`src/rtl/insn_fetch_queue.sv`:
```
// Instruction fetch queue: circular buffer between fetch and decode.
// Ports: clk, reset; flush; push_* (fetch side); pop_* (decode side); occupancy, almost_full.
`ifndef M_WIDTH
`define M_WIDTH 32
`endif
`ifndef LG_PHT_SZ
`define LG_PHT_SZ 16
`endif

module insn_fetch_queue #(
  parameter int LG_DEPTH  = 3,
  parameter int AF_THRESH = 6
) (
  input  logic                  clk,
  input  logic                  reset,
  input  logic                  flush,
  input  logic                  push_valid,
  output logic                  push_ready,
  input  logic [31:0]           push_insn,
  input  logic [`M_WIDTH-1:0]   push_pc,
  input  logic                  push_pred,
  input  logic [`LG_PHT_SZ-1:0] push_pht_idx,
  input  logic [`M_WIDTH-1:0]   push_pred_target,
  output logic                  pop_valid,
  input  logic                  pop_ready,
  output logic [31:0]           pop_insn,
  output logic [`M_WIDTH-1:0]   pop_pc,
  output logic                  pop_pred,
  output logic [`LG_PHT_SZ-1:0] pop_pht_idx,
  output logic [`M_WIDTH-1:0]   pop_pred_target,
  output logic [LG_DEPTH:0]     occupancy,
  output logic                  almost_full
);

  localparam int DEPTH = 1 << LG_DEPTH;
  localparam logic [LG_DEPTH:0] AF = AF_THRESH[LG_DEPTH:0];
  localparam logic [LG_DEPTH:0] ONE = {{LG_DEPTH{1'b0}}, 1'b1};

  typedef struct packed {
    logic [31:0]           insn;
    logic [`M_WIDTH-1:0]   pc;
    logic                  pred;
    logic [`LG_PHT_SZ-1:0] pht_idx;
    logic [`M_WIDTH-1:0]   target;
  } entry_t;

  entry_t mem_q [DEPTH];

  logic [LG_DEPTH-1:0] head_q, head_d;
  logic [LG_DEPTH-1:0] tail_q, tail_d;
  logic                hwrap_q, hwrap_d;
  logic                twrap_q, twrap_d;
  logic [LG_DEPTH:0]   occ_q, occ_d;

  logic full, empty, do_push, do_pop;

  assign full  = (head_q == tail_q) && (hwrap_q != twrap_q);
  assign empty = (head_q == tail_q) && (hwrap_q == twrap_q);

  assign push_ready = !full;
  assign pop_valid  = !empty;

  assign do_push = push_valid && !full;
  assign do_pop  = pop_ready && !empty;

  always_comb begin
    head_d  = head_q;
    tail_d  = tail_q;
    hwrap_d = hwrap_q;
    twrap_d = twrap_q;
    occ_d   = occ_q;
    if (flush) begin
      // Redirect: everything in flight is stale, drop this cycle's traffic too.
      head_d  = '0;
      tail_d  = '0;
      hwrap_d = 1'b0;
      twrap_d = 1'b0;
      occ_d   = '0;
    end else begin
      if (do_push) begin
        tail_d = tail_q + 1'b1;
        if (&tail_q) twrap_d = !twrap_q;
      end
      if (do_pop) begin
        head_d = head_q + 1'b1;
        if (&head_q) hwrap_d = !hwrap_q;
      end
      unique case ({do_push, do_pop})
        2'b10:   occ_d = occ_q + ONE;
        2'b01:   occ_d = occ_q - ONE;
        default: occ_d = occ_q;
      endcase
    end
  end

  always_ff @(posedge clk) begin
    if (reset) begin
      head_q  <= '0;
      tail_q  <= '0;
      hwrap_q <= 1'b0;
      twrap_q <= 1'b0;
      occ_q   <= '0;
    end else begin
      head_q  <= head_d;
      tail_q  <= tail_d;
      hwrap_q <= hwrap_d;
      twrap_q <= twrap_d;
      occ_q   <= occ_d;
    end
  end

  // Storage is intentionally not reset; only the pointers define validity.
  always_ff @(posedge clk) begin
    if (do_push && !flush && !reset) begin
      mem_q[tail_q] <= '{insn:    push_insn,
                         pc:      push_pc,
                         pred:    push_pred,
                         pht_idx: push_pht_idx,
                         target:  push_pred_target};
    end
  end

  assign pop_insn        = mem_q[head_q].insn;
  assign pop_pc          = mem_q[head_q].pc;
  assign pop_pred        = mem_q[head_q].pred;
  assign pop_pht_idx     = mem_q[head_q].pht_idx;
  assign pop_pred_target = mem_q[head_q].target;

  assign occupancy   = occ_q;
  assign almost_full = (occ_q >= AF);

endmodule

```
`config.mk`:
```
export PLATFORM = sky130hd
export DESIGN_NAME = insn_fetch_queue
export DESIGN_NICKNAME = d
export VERILOG_FILES = /design/src/rtl/insn_fetch_queue.sv
export SDC_FILE = /design/constraint.sdc
export NUM_CORES = 1
export LEC_CHECK = 0
export BUFFER_PORTS_ARGS = -buffer_cell sky130_fd_sc_hd__buf_2
export CORE_MARGIN = 3
export CORE_UTILIZATION = 50
export CTS_CLUSTER_DIAMETER = 50
export DETAILED_ROUTE_END_ITERATION = 16
export GPL_ROUTABILITY_DRIVEN = 0
export PLACE_DENSITY = 0.79
export SLEW_MARGIN = 20
export SYNTH_ARGS = -nofsm -noshare
export SYNTH_HDL_FRONTEND = slang
export SYNTH_SLANG_ARGS = --single-unit
```
`constraint.sdc`:
```
create_clock -name clk -period 11.2 [get_ports clk]
set_input_delay 0.56 -clock clk [delete_from_list [all_inputs] [get_ports clk]]
set_output_delay 0.56 -clock clk [all_outputs]
set_load 0.01 [all_outputs]
```
Word-level counts from Yosys, hierarchy flattened:

Memories as Yosys holds them, arrays and structs flattened. A register that Yosys moved wholly into a read port is not among the register bits.
Index checks and enable logic that the tools add are counted.

* RAM bits: 904
* memory bits (read-only): 0
* memories: 1
* logic and storage cells: 37
* register bits after elaboration: 12
* bits in latches: 0
* output and inout port bits: 120

* reductions and logical operators: 16
* equal/unequal tests: 5
* shift-type cells: 0
* multipliers: 0
* bitwise logic cells: 0
* $add $sub $neg: 4
* $lt $le $gt $ge: 1
* mux-type cells: 5
* divide/modulo/power cells: 0

Memory list
* mem_q: words 8, width 113, read ports 1, clocked after memory_dff 1, wr ports 1, RTL line 47 `entry_t mem_q [DEPTH];`

Operator list (count)
* case mux 4 bit (2 select lines): 1
* AND reduction 4 bit: 2
* adder 3 x 1 -> 3 bit (second input constant): 2
* logical AND 1 bit: 6
* logical NOT 1 bit: 6
* two-way mux 3 bit: 2
* adder 4 x 1 -> 4 bit (second input constant): 1
* greater-or-equal comparator 4 x 3 -> 1 bit (second input constant): 1
* subtractor 4 x 1 -> 4 bit (second input constant): 1
* == test 3 bit: 1
* == test 2 x 1 -> 1 bit (second input constant): 1
* == test 2 bit (second input constant): 1
* two-way mux 1 bit: 2
* nonzero test 2 bit: 1
* OR reduction 2 bit: 1
* == test 1 bit: 1
* inequality test 1 bit: 1

Longest topological paths before layout:

Gate-level depths: netlist of the first run.

* depth in word-level cells: 8
* gate-level depth with buffers: 11
* mapped depth without buffers: 9

Worst setup path after synthesis of the first run:

OpenSTA, ideal clock, no wires.

* kind: input -> register
* from: in flush
* to: mem mem_q[4][0] in the netlist's numbering (enable)
* path slack: 1.588 ns
* library setup time: 0.723 ns
* stages: 5
* data required time: 10.477 ns
* data arrival time: 8.888 ns
* cell sequence: or2_2 -> clkbuf_1 -> nor2_1 -> nand2_1 -> nor3_1

* word-level cells in the longest chain between the ends: 5

RTL lines
* from (decl): RTL line 16 `input logic flush,`
* logical NOT 1 bit: RTL line 114 `if (do_push && !flush && !reset) begin`
* logical AND 1 bit (2 in a row): RTL line 114
* two-way mux 1 bit: RTL line 114
* two-way mux 1 bit (not written as such): RTL line 115 `mem_q[tail_q] <= '{insn: push_insn,`
* to (decl): RTL line 47

No other way between the ends.

==> results of run 1 <==
-- state kept, by name, indices dropped and copies added, names as in the netlist, named ones only --
signal	count
mem_q	904
occupancy	4
head_q	3
tail_q	3
hwrap_q	1
twrap_q	1
-- worst max path at each step --
stage,from,end,slack [ns]
after floorplan,flush,mem_q[4][0]$_DFFE_PP_,1.59
after global placement,flip-flop,pop_insn[6],7.00
after detailed placement,flip-flop,pop_pc[15],6.94
after CTS,flip-flop,pop_pc[27],6.26
after global routing,flip-flop,pop_pc[27],6.22
final,flip-flop,pop_insn[10],6.59
-- routing by layer --
metal | up-vias | track usage [%]
li1 | 6616 | -
met1 | 8295 | 25.4
met2 | 581 | 30.8
met3 | 104 | 4.81
met4 | 18 | 5.01
met5 | - | 0
-- power by group through the flow --
stage	logic [W]	clock network, W	registers [W]
floorplan	0.0000847	0	0.00388
global placement	0.000164	0	0.00387
detailed placement	0.000173	0	0.00387
CTS	0.000175	0.00321	0.00380
global route	0.000191	0.00335	0.00380
finish	0.000174	0.00314	0.00380
-- layout make-up --
class / instances / area [µm²]
fillers: 4589 / 27700
flip-flops and latches: 919 / 27500
multi-input cells: 417 / 6930
clock buffers: 110 / 2500
repair buffers: 261 / 1400
well taps: 921 / 1150
clock inverters: 66 / 669
inverters: 3 / 11.3
diodes: 4 / 10.0
-- critical path: stages (launching register included) --
cell     delay (ns)
dfxtp_4        0.68
buf_4          0.79
buf_4          0.86
mux4_2         0.43
mux2_2         0.31
buf_2          0.15
-- kinds of logic after synthesis --
family	after synthesis
buffers and inverters	72
AO/OA/AOI/OAI	12
AND/OR/NAND/NOR	46
XOR/XNOR	13
multiplexers	342
flip-flops	919
adder cells (fa/ha/maj)	4
-- cells in the final DEF (no fill, tap or decap), types with 4 or more instances in the layout --
cell / synthesis / final
mux4_2: 226 / 226
clkbuf_1: 42 / 12
inv_6: 0 / 6
xor2_1: 8 / 8
nor2_4: 0 / 6
dfxtp_1: 15 / 12
clkinvlp_4: 0 / 7
buf_2: 16 / 237
nand2_1: 6 / 6
nor2_1: 24 / 18
bufinv_16: 0 / 10
clkinv_2: 0 / 18
buf_4: 0 / 21
diode_2: 0 / 4
ha_1: 4 / 4
clkbuf_16: 0 / 98
xnor2_1: 4 / 4
edfxtp_1: 904 / 904
mux2_2: 113 / 113
clkinv_1: 0 / 18
-- through the flow --
stage          power, W  cells
6_report        0.00711   2701
5_1_grt         0.00734   2698
4_1_cts         0.00718   2696
3_5_place_dp    0.00405   2520
3_3_place_gp    0.00404   2520
2_1_floorplan   0.00396   1408
==> summary.md, run 1 <==
| Metric | Value |
|---|---|
| Run status | `finished clean` |
| Cell with the most instances after synthesis | `edfxtp_1` |
| Clock power share | `44.1%` |
| HP Start | `push_pht_idx[10]` |
| Detailed Route WL | `67.2 mm` |
| P_sw | `0.00140 W` |
| Leak Pwr | `12.6 nW` |
| Die ar. | `72400 µm²` |
| Number of violations of the max-capacitance limit | `0` |
| Worst-path fanout max | `70` |
| Simple-Gate Fraction of Synth Area | `0.614%` |
| Worst flop-to-flop path endpoint | `mem_q[4][77]$_DFFE_PP_` |
| Post-synth top cells | `edfxtp_1, mux4_2, mux2_2, clkbuf_1, nor2_1` |
| Final worst-path cycle share | `41.1%` |
| Yosys warns | `0` |
| Sequential Power Share | `53.4%` |
| Yosys top cell area share | `78.4%` |
| Final min period | `4.61 ns` |
| Pre-antenna DRT Iters | `5` |
| Leading post-synthesis cells by cell area | `edfxtp_1, mux4_2, mux2_2` |
| P_int | `0.00571 W` |
| Via count | `15600` |
| Area share of xor/xnor cells in the synthesized design | `0.350%` |
| Final setup fails | `0` |
| Worst R2R Setup Slack | `7.49 ns` |
| Pre-CTS WS | `6.94 ns` |
| Post-synthesis cell area | `34600 µm²` |
| Prevailing post-synth register cell | `edfxtp_1` |
| Largest net degree at the start of global routing | `114` |
| PortBufs | `237` |
| Starting Density | `51.0%` |
| Clock root cell | `clkbuf_16` |
| Peak VDD IR | `0.142 mV` |
| Clock Skew | `0.0179 ns` |
| Post-synthesis cell type with the largest combined area | `edfxtp_1` |
| Sequential area share after synthesis | `79.3%` |
| TritonCTS clock tree | `built` |
| RSZ-0062 raised after global routing | `no` |
| Synth Area in Compound Gates | `0.289%` |
| Average routed wire per standard cell | `24.9 µm` |
| Via-to-Cell Ratio | `5.78` |
| Hold_buf cts | `0` |
| WHS Endpoint | `mem_q[6][42]$_DFFE_PP_` |
| Worst hold-check path type | `in -> reg` |
| #FFs+latches synth | `919` |
| Resized Gates After CTS | `0` |
| Worst Tran Pin Value | `1.06 ns` |
| H-Tree Depth | `3` |
| Highest metal used | `met5` |
| Cell Rows | `95` |
| Distinct cells, synth | `36` |
| Met2 wire len | `34.3 mm` |
| First-pass GRT wire length | `104 mm` |
| Initial antenna violation count | `13` |
| Slew HR | `29.3%` |
| Post-synth EDFFs | `904` |
| Worst setup EP type | `output port` |
| DRC viols | `0` |
| Final Cell Area | `40100 µm²` |
| Syn Area/Cell | `24.6 µm²` |
| Reg2reg start | `tail_q[1]$_SDFFE_PP0P_` |
| Fmax | `217 MHz` |
| FF-to-FF path depth | `6` |
| Worst hold margin | `0.193 ns` |
| Initial DRC count | `1413` |
| Die X-Extent | `269 µm` |
| Mapped Cells | `1408` |
| Worst skew pair latency | `0.62 ns` |
| Req. time, crit path | `10.64 ns` |
| Core area | `67900 µm²` |
| Min-Delay Path Depth | `1` |
| Area added between synthesis and finish | `15.9%` |
| Post-Route Setup TNS | `0 ns` |
| Comb pwr share | `2.4%` |
| HPWL Detailed | `35.0 mm` |
| Final Hold Fails | `0` |
| PD cells | `177 nW/µm²` |
| CP Launch Type | `flip-flop` |
| Post-Syn Nets | `1530` |
| Chip height | `269 µm` |
| CTS sink cnt | `919` |
| Largest family of logic cells by synthesized area | `multiplexers` |
| Final worst slack | `6.59 ns` |
| Post-synth ARST share | `0%` |
| Adder-Cell Fraction of Synth Area | `0.145%` |
| Clock Pin Slew Worst Setup and Hold Paths | `0.06 ns` |
| Final ANT Viol Nets | `0` |
| Share of cells above drive strength 1 | `42.9%` |
| Crit path DAT | `4.05 ns` |
| Nets | `1820` |
| Final Util | `59.1%` |
| GRT Total Usage | `18.8%` |
| # IOs | `238` |
| Sw frac | `19.7%` |
| M1 wire length | `26.2 mm` |
| Clk buf depth | `3` |
| Met3 wire length | `5.20 mm` |
| Placement Cell Area | `36900 µm²` |
| Post-CTS Setup Inserts | `0` |
| TritonCTS Buffers | `96` |
| Mux contribution to synthesized area | `18.5%` |
| Grt ovf | `0` |
| Vias in the first global route | `16700` |
| CP Class | `reg -> out` |
| Max Slew Vio Count | `0` |
Note: power is estimated with default switching activity, not from simulation.
==> run 2: changes to the inputs <==
Settings changed: ABC_AREA from default to 1, PLACE_DENSITY 0.79 to 0.82.
Clock period 11.2 ns to 4 ns, I/O delays scaled along.
==> summary.md, run 2 <==
| Metric | Value |
|---|---|
| Crit path DAT | `3.18 ns` |
| DRC viols | `0` |
| RSZ-0062 raised after global routing | `no` |
| Post-synth EDFFs | `904` |
| Peak VDD IR | `0.465 mV` |
| Final Hold Fails | `0` |
| Via count | `22900` |
| Slowest cell on the critical path | `dfxtp_4` |
| Clock Skew | `0.0229 ns` |
| Slew HR | `22.4%` |
| Non-Filler Instances | `3999` |
| Clk buf depth | `3` |
| Worst setup EP type | `output port` |
| First-pass GRT wire length | `125 mm` |
| Most flop-heavy register | `mem_q` |
| Most common cell after layout, fill and taps aside | `edfxtp_1` |
| Largest net degree at the start of global routing | `222` |
| TritonCTS Buffers | `95` |
| Mapped Cells | `2669` |
| Final setup fails | `0` |
| Final min period | `3.38 ns` |
| Distinct cells, synth | `28` |
| Nets | `3115` |
| HPWL Detailed | `40.2 mm` |
| Post-synthesis cell area | `35400 µm²` |
| Syn Area/Cell | `13.3 µm²` |
| Worst skew pair latency | `0.63 ns` |
| Leak Pwr | `14.2 nW` |
| Delay of the slowest critical-path stage | `0.63 ns` |
| Yosys top cell area share | `76.7%` |
| Run status | `finished clean` |
| Worst hold margin | `0.363 ns` |
| PD cells | `478 nW/µm²` |
| Grt ovf | `0` |
| Via-to-Cell Ratio | `5.73` |
| Max Slew Vio Count | `0` |
| Average routed wire per standard cell | `19.9 µm` |
| Initial antenna violation count | `2` |
| Sequential area share after synthesis | `77.5%` |
| Yosys warns | `0` |
| Worst Tran Pin Value | `1.16 ns` |
| GRT Total Usage | `21.2%` |
| Starting Density | `51.0%` |
| CP Launch Type | `flip-flop` |
| Post-synth top cells | `edfxtp_1, nor2_1, o21ai_0, a31oi_1, o22ai_1` |
| Post-synth ARST share | `0%` |
| Share of cells above drive strength 1 | `14.5%` |
| Clock Pin Slew Worst Setup and Hold Paths | `0.06 ns` |
| H-Tree Depth | `3` |
| Die ar. | `74000 µm²` |
| Multi-input logic area | `7210 µm²` |
| Pre-antenna DRT Iters | `5` |
| FILL cells | `4988` |
| Clock root cell | `clkbuf_16` |
| Post-synthesis cell type with the largest combined area | `edfxtp_1` |
| Core area | `69400 µm²` |
| Req. time, crit path | `3.80 ns` |
| # IOs | `238` |
| Worst-path fanout max | `201` |
| TritonCTS clock tree | `built` |
| CP Cell Sequence | `buf_12 -> o21ai_0 -> o22ai_1 -> nor2_1 -> a31oi_1 -> buf_2` |
| Post-CTS Setup Inserts | `0` |
| Area added between synthesis and finish | `18.5%` |
| Post-Syn Nets | `2791` |
| Leading post-synthesis cells by cell area | `edfxtp_1, nor2_1, o21ai_0` |
| Cell Rows | `96` |
| PortBufs | `237` |
| CP Class | `reg -> out` |
| Initial DRC count | `2663` |
| Detailed Route WL | `79.8 mm` |
| Chip height | `272 µm` |
| Cell with the most instances after synthesis | `edfxtp_1` |
| Max reg flops | `904` |
| #FFs+latches synth | `919` |
| Final worst-path cycle share | `84.4%` |
| Prevailing post-synth register cell | `edfxtp_1` |
| Worst hold-check path type | `in -> reg` |
| Placed Cells | `3709` |
| Most frequent cells in the layout | `edfxtp_1, nor2_1, o21ai_0` |
| Vias in the first global route | `22700` |
| Number of violations of the max-capacitance limit | `0` |
| Fmax | `296 MHz` |
| CTS sink cnt | `919` |
| Register area | `27500 µm²` |
| Die X-Extent | `272 µm` |
| Final ANT Viol Nets | `0` |
[run 2: cell types whose count changed after synthesis, sizes merged, moves of 7 or more]
cell,before,now
a21oi,3,13
a31oi,0,113
buf,27,83
clkbuf,42,90
inv,3,18
mux2,113,0
mux4,226,0
nand2,6,32
nor2,24,806
o21ai,1,459
o22ai,1,113
xor2,9,2
[run 2: layout make-up]
type	count	area share, %
sequential	919	65.4
multi-input combinational	1557	17.2
timing repair buffer	401	7.21
clock buffer	117	5.96
tap	931	2.78
clock inverter	53	1.22
inverter	19	0.224
antenna	2	0.0119
[run 2: through the flow]
step                TNS [ns]  setup WS, ns  util, %  cell area, µm²  power [W]
floorplan            -259.70        -0.445        -           35500     0.0113
global placement           0          1.43     54.4           37800     0.0117
detailed placement         0          1.42     54.4           37800     0.0117
CTS                        0         0.708     60.5           42000     0.0202
global route               0         0.465     60.5           42000     0.0207
finish                     0         0.624     60.5           42000     0.0201
[run 2: logic make-up (layout without fill, tap and decap cells)]
group,Yosys count,after routing,synth area share (%)
buffers and inverters,193,590,2.37
AOI/OAI and AO/OA,699,699,10.7
DFF,919,919,77.5
adders and majority gates,4,4,0.141
other,0,2,0
and+or+nand+nor,851,851,9.19
xor gates and xnor gates,3,3,0.0954
[run 2: routing by layer]
layer	wire, µm	GRT usage (%)
met5	14	0
met4	1980	7.53
met3	6570	3.64
met2	40000	35.8
met1	31200	28.0
[run 2: report_power, final]
part	internal (W)	switching (W)
Combinational	0.000339	0.000604
Clock	0.00491	0.00356
Sequential	0.0106	0.0000229
Total	0.0159	0.00419
[run 2: timing repair]
item | in CTS | in global routing
setup endpoints to repair | 0 | 0
hold buffers | 118 | 0
hold endpoints to repair | 917 | 0
gates resized for setup | 0 | 0
[run 2: worst max-delay path: cells and delay by family, from the launching register on]
family / cells / cell delay, ns
flip-flops: 1 / 0.63
buffers and inverters: 2 / 0.72
AO/OA/AOI/OAI: 3 / 0.77
AND/OR/NAND/NOR: 1 / 0.07
[run 2: final timing paths]
| kind | cells past startpoint | from | to | slack, ns |
|---|---|---|---|---|
| max reg2reg | 9 | tail_q[0]$_SDFFE_PP0P_ | mem_q[5][5]$_DFFE_PP_ | 1.43 |
| max | 6 | flip-flop | pop_pc[4] | 0.62 |
| min reg2reg | 2 | head_q[2]$_SDFFE_PP0P_ | head_q[2]$_SDFFE_PP0P_ | 0.52 |
| min | 2 | push_insn[22] | mem_q[1][103]$_DFFE_PP_ | 0.36 |
